### src/rtl/pipeline_stall_ctrl_if.sv
// Pipeline-control bundle between the hazard sources (master side) and the
// stall/flush sequencer (slave side). Carries the hazard requests, the
// pipeline-register enables/flushes, the watchdog flag and the perf counters.
interface pipeline_stall_ctrl_if #(
  parameter int CNT_W = 32
);
  // Hazard requests
  logic             stall_req;
  logic             branch_taken;
  logic             mem_busy;
  // Pipeline-register controls
  logic             PC_Write;
  logic             IF_ID_Write;
  logic             IF_ID_Flush;
  logic             ID_EX_Write;
  logic             ID_EX_Flush;
  logic             EX_MEM_Write;
  logic             MEM_WB_Flush;
  // Status
  logic             mem_timeout;
  logic [CNT_W-1:0] stall_cnt;
  logic [CNT_W-1:0] flush_cnt;
  logic [CNT_W-1:0] memwait_cnt;

  modport master (
    output stall_req, branch_taken, mem_busy,
    input  PC_Write, IF_ID_Write, IF_ID_Flush, ID_EX_Write, ID_EX_Flush,
           EX_MEM_Write, MEM_WB_Flush, mem_timeout,
           stall_cnt, flush_cnt, memwait_cnt
  );

  modport slave (
    input  stall_req, branch_taken, mem_busy,
    output PC_Write, IF_ID_Write, IF_ID_Flush, ID_EX_Write, ID_EX_Flush,
           EX_MEM_Write, MEM_WB_Flush, mem_timeout,
           stall_cnt, flush_cnt, memwait_cnt
  );
endinterface

### src/rtl/pipeline_stall_ctrl.sv
// Central stall/flush sequencer for the 5-stage core.
// Priority: mem_busy freeze > branch flush window > load-use stall > normal.
// Outputs are Mealy (state + current-cycle hazard inputs).
// Optional performance counters are built when PIPE_PERF_CNT_EN is defined;
// otherwise stall_cnt/flush_cnt/memwait_cnt are tied to zero.
module pipeline_stall_ctrl #(
  parameter int FLUSH_CYCLES = 1,   // 1..3
  parameter int MEM_TIMEOUT  = 64,
  parameter int CNT_W        = 32
) (
  input  logic                 clk,
  input  logic                 reset,
  pipeline_stall_ctrl_if.slave bus
);

  localparam logic [1:0] ST_RUN      = 2'd0;
  localparam logic [1:0] ST_FLUSH    = 2'd1;
  localparam logic [1:0] ST_MEM_WAIT = 2'd2;

  localparam int WAIT_W = $clog2(MEM_TIMEOUT + 1);
  localparam logic [WAIT_W-1:0] WAIT_MAX = WAIT_W'(MEM_TIMEOUT);
  // Remaining flush cycles after the branch cycle itself.
  localparam logic [1:0] FLUSH_RELOAD = 2'(FLUSH_CYCLES - 1);

  logic [1:0]        state_q, state_d;
  logic [1:0]        flush_q, flush_d;
  logic [WAIT_W-1:0] wait_q, wait_d;
  logic              mem_timeout_q, mem_timeout_d;
  logic              in_flush;
  logic              do_stall, do_flush;
  logic              pc_w, if_id_w, if_id_f, id_ex_w, id_ex_f, ex_mem_w, mem_wb_f;

  // A flush window is live in FLUSH, or in MEM_WAIT when a flush was suspended.
  assign in_flush = (state_q == ST_FLUSH) ||
                    ((state_q == ST_MEM_WAIT) && (flush_q != 2'd0));

  // Next-state, flush-window and Mealy output decode.
  always_comb begin
    // NOTE: every combinational output gets a default first so no path leaves it unassigned (no latches).
    state_d  = ST_RUN;
    flush_d  = flush_q;
    do_stall = 1'b0;
    do_flush = 1'b0;
    pc_w     = 1'b1;
    if_id_w  = 1'b1;
    if_id_f  = 1'b0;
    id_ex_w  = 1'b1;
    id_ex_f  = 1'b0;
    ex_mem_w = 1'b1;
    mem_wb_f = 1'b0;

    if (bus.mem_busy) begin
      // Freeze everything upstream of MEM; MEM/WB takes bubbles.
      state_d  = ST_MEM_WAIT;
      pc_w     = 1'b0;
      if_id_w  = 1'b0;
      id_ex_w  = 1'b0;
      ex_mem_w = 1'b0;
      mem_wb_f = 1'b1;
    end else if (in_flush) begin
      // Wrong-path cycle: branch_taken and stall_req are ignored here.
      do_flush = 1'b1;
      if_id_f  = 1'b1;
      id_ex_f  = 1'b1;
      flush_d  = flush_q - 2'd1;
      state_d  = (flush_d == 2'd0) ? ST_RUN : ST_FLUSH;
    end else if (bus.branch_taken) begin
      // PC loads the target; younger instructions are squashed.
      do_flush = 1'b1;
      if_id_f  = 1'b1;
      id_ex_f  = 1'b1;
      if (FLUSH_CYCLES > 1) begin
        flush_d = FLUSH_RELOAD;
        state_d = ST_FLUSH;
      end
    end else if (bus.stall_req) begin
      // Load-use: hold PC and IF/ID, inject one bubble into ID/EX.
      do_stall = 1'b1;
      pc_w     = 1'b0;
      if_id_w  = 1'b0;
      id_ex_f  = 1'b1;
    end

    // Reset forces all writes off and all bubbles on, regardless of state.
    if (reset) begin
      pc_w     = 1'b0;
      if_id_w  = 1'b0;
      if_id_f  = 1'b1;
      id_ex_w  = 1'b0;
      id_ex_f  = 1'b1;
      ex_mem_w = 1'b0;
      mem_wb_f = 1'b1;
    end
  end

  // Memory-wait counter (saturating) and sticky watchdog flag.
  always_comb begin
    wait_d        = '0;
    mem_timeout_d = mem_timeout_q;
    if (bus.mem_busy) begin
      wait_d = (wait_q == WAIT_MAX) ? wait_q : wait_q + 1'b1;
      if (wait_d == WAIT_MAX) mem_timeout_d = 1'b1;
    end
  end

  // Sequencer state registers.
  always_ff @(posedge clk or posedge reset) begin
    // NOTE: sequential state uses non-blocking assignments so all flops update together on the edge.
    if (reset) begin
      state_q       <= ST_RUN;
      flush_q       <= 2'd0;
      wait_q        <= '0;
      mem_timeout_q <= 1'b0;
    end else begin
      state_q       <= state_d;
      flush_q       <= flush_d;
      wait_q        <= wait_d;
      mem_timeout_q <= mem_timeout_d;
    end
  end

  assign bus.PC_Write     = pc_w;
  assign bus.IF_ID_Write  = if_id_w;
  assign bus.IF_ID_Flush  = if_id_f;
  assign bus.ID_EX_Write  = id_ex_w;
  assign bus.ID_EX_Flush  = id_ex_f;
  assign bus.EX_MEM_Write = ex_mem_w;
  assign bus.MEM_WB_Flush = mem_wb_f;
  assign bus.mem_timeout  = mem_timeout_q;

`ifdef PIPE_PERF_CNT_EN
  logic [CNT_W-1:0] stall_cnt_q, stall_cnt_d;
  logic [CNT_W-1:0] flush_cnt_q, flush_cnt_d;
  logic [CNT_W-1:0] memwait_cnt_q, memwait_cnt_d;

  // Saturating event counters for stall, flush and memory-wait cycles.
  always_comb begin
    stall_cnt_d   = stall_cnt_q;
    flush_cnt_d   = flush_cnt_q;
    memwait_cnt_d = memwait_cnt_q;
    if (do_stall && !(&stall_cnt_q))        stall_cnt_d   = stall_cnt_q + 1'b1;
    if (do_flush && !(&flush_cnt_q))        flush_cnt_d   = flush_cnt_q + 1'b1;
    if (bus.mem_busy && !(&memwait_cnt_q))  memwait_cnt_d = memwait_cnt_q + 1'b1;
  end

  // Performance counter registers.
  always_ff @(posedge clk or posedge reset) begin
    if (reset) begin
      stall_cnt_q   <= '0;
      flush_cnt_q   <= '0;
      memwait_cnt_q <= '0;
    end else begin
      stall_cnt_q   <= stall_cnt_d;
      flush_cnt_q   <= flush_cnt_d;
      memwait_cnt_q <= memwait_cnt_d;
    end
  end

  assign bus.stall_cnt   = stall_cnt_q;
  assign bus.flush_cnt   = flush_cnt_q;
  assign bus.memwait_cnt = memwait_cnt_q;
`else
  assign bus.stall_cnt   = '0;
  assign bus.flush_cnt   = '0;
  assign bus.memwait_cnt = '0;
`endif

endmodule

### src/flat_wrapper.sv
// flat-port wrapper written by rule: the top's interface ports become plain ports
module pipeline_stall_ctrl_flat 
#(
  parameter int FLUSH_CYCLES = 1,          
  parameter int MEM_TIMEOUT  = 64,
  parameter int CNT_W        = 32
)
  (clk, reset, bus_stall_req, bus_branch_taken, bus_mem_busy, bus_PC_Write, bus_IF_ID_Write, bus_IF_ID_Flush, bus_ID_EX_Write, bus_ID_EX_Flush, bus_EX_MEM_Write, bus_MEM_WB_Flush, bus_mem_timeout, bus_stall_cnt, bus_flush_cnt, bus_memwait_cnt);
  pipeline_stall_ctrl_if #(.CNT_W(CNT_W)) bus_i ();
  input  logic clk;
  input  logic reset;
  input wire logic [$bits(bus_i.stall_req)-1:0] bus_stall_req;
  input wire logic [$bits(bus_i.branch_taken)-1:0] bus_branch_taken;
  input wire logic [$bits(bus_i.mem_busy)-1:0] bus_mem_busy;
  output wire logic [$bits(bus_i.PC_Write)-1:0] bus_PC_Write;
  output wire logic [$bits(bus_i.IF_ID_Write)-1:0] bus_IF_ID_Write;
  output wire logic [$bits(bus_i.IF_ID_Flush)-1:0] bus_IF_ID_Flush;
  output wire logic [$bits(bus_i.ID_EX_Write)-1:0] bus_ID_EX_Write;
  output wire logic [$bits(bus_i.ID_EX_Flush)-1:0] bus_ID_EX_Flush;
  output wire logic [$bits(bus_i.EX_MEM_Write)-1:0] bus_EX_MEM_Write;
  output wire logic [$bits(bus_i.MEM_WB_Flush)-1:0] bus_MEM_WB_Flush;
  output wire logic [$bits(bus_i.mem_timeout)-1:0] bus_mem_timeout;
  output wire logic [$bits(bus_i.stall_cnt)-1:0] bus_stall_cnt;
  output wire logic [$bits(bus_i.flush_cnt)-1:0] bus_flush_cnt;
  output wire logic [$bits(bus_i.memwait_cnt)-1:0] bus_memwait_cnt;
  assign bus_i.stall_req = bus_stall_req;
  assign bus_i.branch_taken = bus_branch_taken;
  assign bus_i.mem_busy = bus_mem_busy;
  assign bus_PC_Write = bus_i.PC_Write;
  assign bus_IF_ID_Write = bus_i.IF_ID_Write;
  assign bus_IF_ID_Flush = bus_i.IF_ID_Flush;
  assign bus_ID_EX_Write = bus_i.ID_EX_Write;
  assign bus_ID_EX_Flush = bus_i.ID_EX_Flush;
  assign bus_EX_MEM_Write = bus_i.EX_MEM_Write;
  assign bus_MEM_WB_Flush = bus_i.MEM_WB_Flush;
  assign bus_mem_timeout = bus_i.mem_timeout;
  assign bus_stall_cnt = bus_i.stall_cnt;
  assign bus_flush_cnt = bus_i.flush_cnt;
  assign bus_memwait_cnt = bus_i.memwait_cnt;
  pipeline_stall_ctrl #(.FLUSH_CYCLES(FLUSH_CYCLES), .MEM_TIMEOUT(MEM_TIMEOUT), .CNT_W(CNT_W)) u_core (.clk(clk), .reset(reset), .bus(bus_i));
endmodule
### config.mk
export PLATFORM = sky130hd
export DESIGN_NAME = pipeline_stall_ctrl_flat
export DESIGN_NICKNAME = d
export VERILOG_FILES = /design/src/rtl/pipeline_stall_ctrl_if.sv /design/src/rtl/pipeline_stall_ctrl.sv /design/src/flat_wrapper.sv
export SDC_FILE = /design/constraint.sdc
export NUM_CORES = 1
export LEC_CHECK = 0
export CORE_UTILIZATION = 31
export DETAILED_ROUTE_END_ITERATION = 10
export GPL_ROUTABILITY_DRIVEN = 0
export GPL_TIMING_DRIVEN = 0
export HOLD_SLACK_MARGIN = 0.05
export PLACE_DENSITY = 0.81
export SYNTH_ARGS = -nofsm -noshare
export SYNTH_HDL_FRONTEND = slang
export SYNTH_SLANG_ARGS = --single-unit
### constraint.sdc
create_clock -name clk -period 1.6 [get_ports clk]
set_input_delay 0.16 -clock clk [delete_from_list [all_inputs] [get_ports clk]]
set_output_delay 0.16 -clock clk [all_outputs]
set_load 0.02 [all_outputs]
==> metrics.log, run 1 <==
[metrics] number of placed I/O pins: ~110
[metrics] placed instance area: ~2000 sq um
[metrics] post-synthesis sequential element count: 12
[metrics] Data required, critical path: between 1 and 1.5 ns
[metrics] kind of critical path: reg -> out
[metrics] global route overflow: 0
[metrics] later-pin clock latency in the skew report: around 0.25 ns
[metrics] CTS tree: built
[metrics] dominant combinational cell family by area after synthesis: buffers and inverters
[metrics] full die area: roughly 5000 sq um
[metrics] result of the run: finished, violations left
[metrics] commonest non-fill, non-tap cells in the layout: 108 x sky130_fd_sc_hd__buf_4, 96 x sky130_fd_sc_hd__conb_1, 11 x sky130_fd_sc_hd__dfrtp_1, 5 x sky130_fd_sc_hd__buf_6
[metrics] layout cell share with drive strength beyond 1: a little under half
[metrics] worst reg2reg startpoint: u_core.wait_q[0]
[metrics] sequence of cells on the critical path: inv_2, ha_4, nor2_4, a211oi_4, o21ai_2, a21o_1, buf_6
[metrics] wire length of the first global-routing pass: 3.670 mm
[metrics] post-route fraction of the period consumed by the critical path: 106.1%
[metrics] setup repair after global routing missed its margin: yes
[metrics] number of diodes: 0
[metrics] switching share of total power: 37.80%
[metrics] final hold violation count: 0
[metrics] synthesized-area fraction occupied by xor and xnor cells: under 10%
[metrics] Arr. time, crit path: between 1.5 and 2 ns
[metrics] Seq pwr share: between 20% and 30%
[metrics] total global-route track usage: 9.453%
[metrics] share of synthesized area spent on multiplexers: less than 1%
[metrics] worst reg2reg path depth: 6
[metrics] time the worst path needs with I/O delays and setup: between 1.5 and 2 ns
[metrics] Hold/Removal Path Class: in -> async
[metrics] Core Footprint: 4414 sq um
[metrics] worst-case vdd ir drop: 0.6241 mV
[metrics] synthesized netlist cell count: approximately 170
[metrics] vias in the first global route: between 800 and 900
[metrics] endpoint type of the worst setup path: primary output
[metrics] Pwr Density: about 700 nW/um^2
[metrics] wire per inst: 7.212 um
[metrics] Leakage: 1.311 nW
[metrics] final std cell area, no fill: approximately 2200 sq um
[metrics] Vias: around 1.1k
[metrics] floorplan die width: roughly 70 um
[metrics] number of unique standard cell types used by synthesis: 28
[metrics] maximum capacitance violations: 0
[metrics] Internal: roughly 0.94 mW
[metrics] Layout area overhead: 51.22%
[metrics] delay contributed by the slowest stage of the critical path: slightly below 0.4 ns
[metrics] cell types with the largest area share after synthesis: sky130_fd_sc_hd__buf_4 51%, sky130_fd_sc_hd__dfrtp_1 21%, sky130_fd_sc_hd__ha_1 3.5%
[metrics] fraction of post-synthesis cell area in the top cell type by area: about half
[metrics] # clock sinks: 12
[metrics] sequential fraction of the synthesis area: 20.83%
[metrics] number of port buffers: 12
[metrics] library cell with the largest summed area after synthesis: sky130_fd_sc_hd__buf_4
[metrics] remaining antenna violation count after routing: 0
[metrics] Post-Place Cells: about 330
[metrics] number of antenna violations at the first check in global routing: 0
[metrics] routed vias/inst: roughly 3.2
[metrics] worst-case register-to-register setup slack: around 0.04 ns
[metrics] cell chosen for the clock root: sky130_fd_sc_hd__clkbuf_8
[metrics] count of TritonRoute iterations in the first routing pass: 2
[metrics] most frequent standard cell in the layout excluding fill and tap cells: sky130_fd_sc_hd__buf_4
[metrics] cell at the slowest stage of the critical path: sky130_fd_sc_hd__dfrtp_1
[metrics] capture point of the worst reg-to-reg path: u_core.bus.mem_timeout
[metrics] number of DRC markers in iteration 0: 15
[metrics] Post-Synthesis Cell Area: around 1400 sq um
[metrics] achievable frequency: approximately 0.6 GHz
[metrics] Routed WL: approximately 2.5 mm
[metrics] final worst clock skew: 0.004193 ns
[metrics] crit path max fanout: 2
[metrics] part of the total power dissipated in combinational logic: between 50% and 60%
[metrics] Worst Setup Start Kind: flop
[metrics] CTS HTree Levels: 1
[metrics] simple-gate area share of the yosys netlist: under 10%
[metrics] post-synthesis share of cell area spent on full adders, half adders and majority gates: under 10%
[metrics] clock slew at the register clock pins of the worst setup and hold paths: around 0.05 ns
[metrics] Remaining DRCs: 0
[metrics] violated checks: setup timing
[metrics] Max Transition Viols Final: 0
[metrics] chip height: 70.19 um
[metrics] worst slack after detailed placement: -0.6109 ns
[metrics] net switching power figure: between 0.5 and 0.6 mW
[metrics] complex-gate fraction of the synthesized area: under 10%
[metrics] FP Rows: 24
[metrics] starting density of the core: between 30 and 40%
[metrics] dpl hpwl: around 1.9 mm
[metrics] clk buf depth: 2
[metrics] number of setup violations in the final report: 2
[metrics] per-instance average area after synthesis: around 8.6 sq um
[metrics] final-stage net count: around 300
[metrics] cts bufs inserted: 3
[metrics] number of hold-repair buffers added at the cts stage: 0
[metrics] final setup margin: -0.09691 ns
[metrics] maximum number of pins on one net before global-route repair: 11
[metrics] post-layout total power: roughly 1.5 mW
[metrics] count of warnings emitted by yosys: 0
[metrics] number of standard cells in the final layout excluding fillers: 340
[metrics] share of the core filled with cells: between 40% and 50%
[metrics] setup TNS: -0.1723 ns
[metrics] Clk network pwr share: between 20% and 30%
[metrics] tightest hold margin: ~0.28 ns
cells in the mapped netlist:
cell	count
sky130_fd_sc_hd__o41ai_2	1
sky130_fd_sc_hd__mux2i_1	1
sky130_fd_sc_hd__o221ai_1	1
sky130_fd_sc_hd__o31ai_1	1
sky130_fd_sc_hd__o31a_1	1
sky130_fd_sc_hd__nand4bb_4	1
sky130_fd_sc_hd__dfrtp_1	12
sky130_fd_sc_hd__ha_1	4
sky130_fd_sc_hd__nand3_2	1
sky130_fd_sc_hd__nor2b_1	1
sky130_fd_sc_hd__nand3_1	3
sky130_fd_sc_hd__a211oi_1	1
sky130_fd_sc_hd__and2_1	3
sky130_fd_sc_hd__inv_1	8
sky130_fd_sc_hd__o21ai_1	2
sky130_fd_sc_hd__nor3_1	3
sky130_fd_sc_hd__a21o_1	2
sky130_fd_sc_hd__a21oi_1	3
sky130_fd_sc_hd__buf_6	2
sky130_fd_sc_hd__nand2_1	3
sky130_fd_sc_hd__conb_1	1
sky130_fd_sc_hd__nor4_1	1
sky130_fd_sc_hd__xor2_1	3
sky130_fd_sc_hd__nor2_1	5
sky130_fd_sc_hd__buf_4	98
sky130_fd_sc_hd__a211oi_2	1
sky130_fd_sc_hd__xnor2_1	2
sky130_fd_sc_hd__o21a_1	2
area by class of cell:
cell class              count  area (sq um)
plain buffers             100         758.2
multi-input cells         142         775.7
repair buffers             22         190.2
fillers                   403          2235
well taps                  52         65.06
clock buffers               4         55.05
inverters                   8         33.78
flip-flops and latches     12         301.5
per-layer routing:
metal	vias up	track usage, %	wire (um)
met3	7	3.030	263
li1	574	-	-
met5	-	0	0
met1	464	7.850	800
met4	0	5.333	63
met2	58	19.02	1324
sequential cells by signal, summed over array words and instances, names as in the netlist:
signal / cells
u_core.bus.mem_timeout: 1
u_core.flush_q: 2
u_core.state_q: 2
u_core.wait_q: 7
worst max-delay path: cells and delay by family (launching register included):
family	cells	cell delay, ns
flops	1	0.39
buf+inv	2	0.21
simple gates	1	0.04
fa+ha+maj	1	0.13
compound gates	3	0.53
cell families after synthesis:
group           count (synthesis)
compound gates                 15
mux                             1
fa+ha+maj                       4
other cells                     1
xor+xnor                        5
flops                          12
buf+inv                       108
simple gates                   21
worst max path at each step:
stage | end | cells past startpoint | slack [ns] | from
after CTS | bus_PC_Write | 7 | -0.14 | u_core.flush_q[0]
after global placement | bus_PC_Write | 6 | -0.60 | reset
after detailed placement | bus_PC_Write | 6 | -0.61 | reset
after global routing | bus_ID_EX_Flush | 7 | -0.16 | u_core.flush_q[0]
after floorplan | bus_PC_Write | 6 | 0.02 | u_core.flush_q[0]
final | bus_ID_EX_Flush | 7 | -0.1 | u_core.flush_q[0]
power by group through the flow:
stage | Sequential, mW | Clock (mW) | Combinational [mW]
4_1_cts | 0.368 | 0.340 | 0.680
5_1_grt | 0.382 | 0.358 | 0.858
3_3_place_gp | 0.374 | 0 | 0.595
3_5_place_dp | 0.377 | 0 | 0.602
6_report | 0.376 | 0.336 | 0.798
2_1_floorplan | 0.371 | 0 | 0.539
what timing repair did:
action,in CTS,in global routing
pin swaps,6,5
setup endpoints to repair,8,6
endpoints found under the hold margin,0,0
resized for setup,29,18
setup buffers,7,3
(Power assumes the default switching activity.)
==> run 2, diff against run 1 <==
- CORE_UTILIZATION: 31 -> 32
- CTS_BUF_LIST: not set -> sky130_fd_sc_hd__clkbuf_4
- PLACE_DENSITY: 0.81 -> 0.83
- SKIP_LAST_GASP: not set -> 1
==> run 2 against run 1 <==
Net effect:
- the flow still finishes with violations (setup timing)
- flip-flop and latch count is the same
- worst hold slack got worse by 0.0037 ns
- cell count did not move
- clock skew is 0.00095 ns lower
- combinational power barely moved
- sequential power is essentially flat
==> metrics.log, run 2 (same netlist as run 1, synthesis figures left out) <==
[metrics] result of the run: finished, violations left
[metrics] violated checks: setup timing
[metrics] worst reg2reg path depth: 6 (unchanged)
[metrics] floorplan die width: 69.12 um (-1.5%)
[metrics] final worst clock skew: 0.003244 ns (-0.0009493 ns)
[metrics] number of diodes: 0 (unchanged)
[metrics] number of port buffers: 12 (unchanged)
[metrics] Largest Register: u_core.wait_q
[metrics] delay contributed by the slowest stage of the critical path: 0.40 ns (about the same)
[metrics] global route overflow: 0 (unchanged)
[metrics] post-layout total power: 1.365 mW (-9.6%)
[metrics] startpoint of the most critical setup path: u_core.flush_q[0]
[metrics] achievable frequency: 0.5600 GHz (-5.0%)
[metrics] net switching power figure: 0.5484 mW (-3.9%)
[metrics] sequence of cells on the critical path: inv_2, ha_4, nor2_4, a211oi_4, o21ai_2, a21o_1, buf_6
[metrics] endpoint type of the worst setup path: primary output
[metrics] critical path buffer and inverter count: 2 (unchanged)
[metrics] worst reg2reg startpoint: u_core.wait_q[1]
[metrics] CTS tree: built
[metrics] worst slack after detailed placement: -0.6589 ns (-0.04802 ns)
[metrics] total global-route track usage: 8.945% (-0.51 points)
[metrics] number of hold-repair buffers added at the cts stage: 0 (unchanged)
[metrics] number of placed I/O pins: 109 (unchanged)
[metrics] depth of the critical timing path with buffers and inverters included: 7 (unchanged)
[metrics] kind of critical path: reg -> out
[metrics] part of the total power dissipated in combinational logic: 58.7% (+5.8 points)
[metrics] setup repair after global routing missed its margin: yes
[metrics] number of antenna violations at the first check in global routing: 0 (unchanged)
[metrics] Internal: 0.8161 mW (-13%)
[metrics] clk buf depth: 2 (unchanged)
[metrics] Pwr Density: 637.4 nW/um^2 (-8.0%)
[metrics] layout cell share with drive strength beyond 1: 47.22% (-0.69 points)
[metrics] post-route fraction of the period consumed by the critical path: 111.6% (+5.5 points)
[metrics] number of DRC markers in iteration 0: 10 (-5)
[metrics] maximum number of pins on one net before global-route repair: 14 (+3)
[metrics] Arr. time, crit path: 1.63 ns (+0.09 ns)
[metrics] Clk network pwr share: 13.8% (-8.4 points)
[metrics] maximum capacitance violations: 0 (unchanged)
[metrics] setup TNS: -0.5054 ns (-0.3330 ns)
[metrics] final-stage net count: 298 (unchanged)
[metrics] capture point of the worst reg-to-reg path: u_core.bus.mem_timeout
[metrics] cell chosen for the clock root: sky130_fd_sc_hd__clkbuf_4
[metrics] Remaining DRCs: 0 (unchanged)
[metrics] flip-flop count of the largest register after layout: 7 (unchanged)
[metrics] number of standard cells in the final layout excluding fillers: 340 (unchanged)
[metrics] most frequent standard cell in the layout excluding fill and tap cells: sky130_fd_sc_hd__buf_4
[metrics] cts bufs inserted: 3 (unchanged)
[metrics] cell at the slowest stage of the critical path: sky130_fd_sc_hd__dfrtp_1
[metrics] later-pin clock latency in the skew report: 0.27 ns (+0.02 ns)
[metrics] Data required, critical path: 1.44 ns (about the same)
[metrics] Worst Setup Start Kind: flop
[metrics] full die area: 4777 sq um (-3.0%)
[metrics] # clock sinks: 12 (unchanged)
[metrics] starting density of the core: 33.10% (+0.45 points)
[metrics] capture point of the worst path: bus_ID_EX_Flush
[metrics] count of TritonRoute iterations in the first routing pass: 3 (+1)
[metrics] Core Footprint: 4354 sq um (-1.4%)
[metrics] wire per inst: 6.826 um (-5.3%)
[metrics] switching share of total power: 40.19% (+2.4 points)
[metrics] Routed WL: 2.321 mm (-5.3%)
[metrics] commonest non-fill, non-tap cells in the layout: 108 x sky130_fd_sc_hd__buf_4, 96 x sky130_fd_sc_hd__conb_1, 11 x sky130_fd_sc_hd__dfrtp_1, 5 x sky130_fd_sc_hd__inv_2, 5 x sky130_fd_sc_hd__buf_6
[metrics] worst-case vdd ir drop: 0.5265 mV (-16%)
[metrics] Max Transition Viols Final: 0 (unchanged)
[metrics] share of the core filled with cells: 49.17% (-0.21 points)
[metrics] clock slew at the register clock pins of the worst setup and hold paths: 0.07 ns (+0.02 ns)
[metrics] routed vias/inst: 3.162 (-2.5%)
[metrics] Hold/Removal Path Class: in -> async
[metrics] Post-Place Cells: 326 (unchanged)
[metrics] FP Rows: 24 (unchanged)
[metrics] final setup margin: -0.1856 ns (-0.08868 ns)
[metrics] filler cell count: 391 (-3.0%)
[metrics] crit path max fanout: 2 (unchanged)
[metrics] wire length of the first global-routing pass: 3.629 mm (-1.1%)
[metrics] Leakage: 1.299 nW (-0.99%)
[metrics] number of setup violations in the final report: 4 (+2)
[metrics] Vias: 1,075 (-2.5%)
[metrics] remaining antenna violation count after routing: 0 (unchanged)
[metrics] worst-case register-to-register setup slack: 0.05 ns (about the same)
[metrics] vias in the first global route: 823 (-3.5%)
[metrics] Top Registers: u_core.wait_q: 7 flops, u_core.flush_q: 2 flops, u_core.state_q: 2 flops
[metrics] chip height: 69.12 um (-1.5%)
[metrics] Layout area overhead: 48.52%
[metrics] time the worst path needs with I/O delays and setup: 1.786 ns (+0.08868 ns)
[metrics] dpl hpwl: 1.866 mm (-2.1%)
[metrics] family with the most delay on the worst path: compound AO/OA/AOI/OAI gates
[metrics] Seq pwr share: 27.5% (+2.6 points)
[metrics] CTS HTree Levels: 1 (unchanged)
[metrics] final hold violation count: 0 (unchanged)
==> run 2: changes by cell type in the layout (fill, tap and decap cells not counted), sizes merged <==
cell	delta
clkbuf	-1
clkdlybuf4s15	-1
clkinv	+1
dlygate4sd2	+1
==> run 2: through the flow <==
stage	hold WS, ns	cell area (sq um)
floorplan	0.03971	1798
global placement	0.4549	1983
detailed placement	0.4567	1983
CTS	0.2741	2077
global route	0.2885	2141
finish	0.2807	2141
==> run 2: layout make-up <==
type                            instances  area, sq um  share of cell area, %
Timing Repair Buffer                   22        188.9                  8.825
Tap cell                               52        65.06                  3.039
Clock buffer                            3        22.52                  1.052
Inverter                                8        33.78                  1.578
Multi-Input combinational cell        142        767.0                  35.83
Clock inverter                          1        3.754                 0.1753
Sequential cell                        12        301.5                  14.09
Buffer                                100        758.2                  35.42
==> run 2: power groups by stage <==
stage	Combinational [mW]	Clock [mW]	Sequential, mW
global placement	0.595	0	0.373
CTS	0.689	0.196	0.369
global route	0.878	0.216	0.378
floorplan	0.539	0	0.371
detailed placement	0.606	0	0.377
finish	0.801	0.188	0.375
==> run 2: per-layer routing <==
metal | up-vias | share of wire (%) | GRT usage (%)
met5 | - | 0 | 0
met2 | 52 | 56 | 17.58
li1 | 576 | - | -
met4 | 0 | 0.78 | 2.041
met1 | 444 | 35 | 9.364
met3 | 3 | 8.4 | 2.193
==> run 2: worst min-delay path by stage <==
stage                                      start                     end  slack [ns]
after floorplan                            reset  u_core.bus.mem_timeout        0.04
final                                      reset        u_core.wait_q[2]        0.28
after global routing                       reset        u_core.wait_q[2]        0.29
after detailed placement  u_core.bus.mem_timeout  u_core.bus.mem_timeout        0.46
after global placement    u_core.bus.mem_timeout  u_core.bus.mem_timeout        0.45
after CTS                                  reset        u_core.wait_q[2]        0.27
==> run 2: worst min-delay path: cells and delay by family <==
kind / cells / cell delay [ns]
buffers and inverters: 3 / 0.75
==> run 2: repair_timing <==
| action | in CTS | in global routing |
|---|---|---|
| setup endpoints to repair | 8 | 6 |
| gates resized for setup | 35 | 10 |
| pin swaps | 7 | 4 |
| buffers inserted | 7 | 3 |
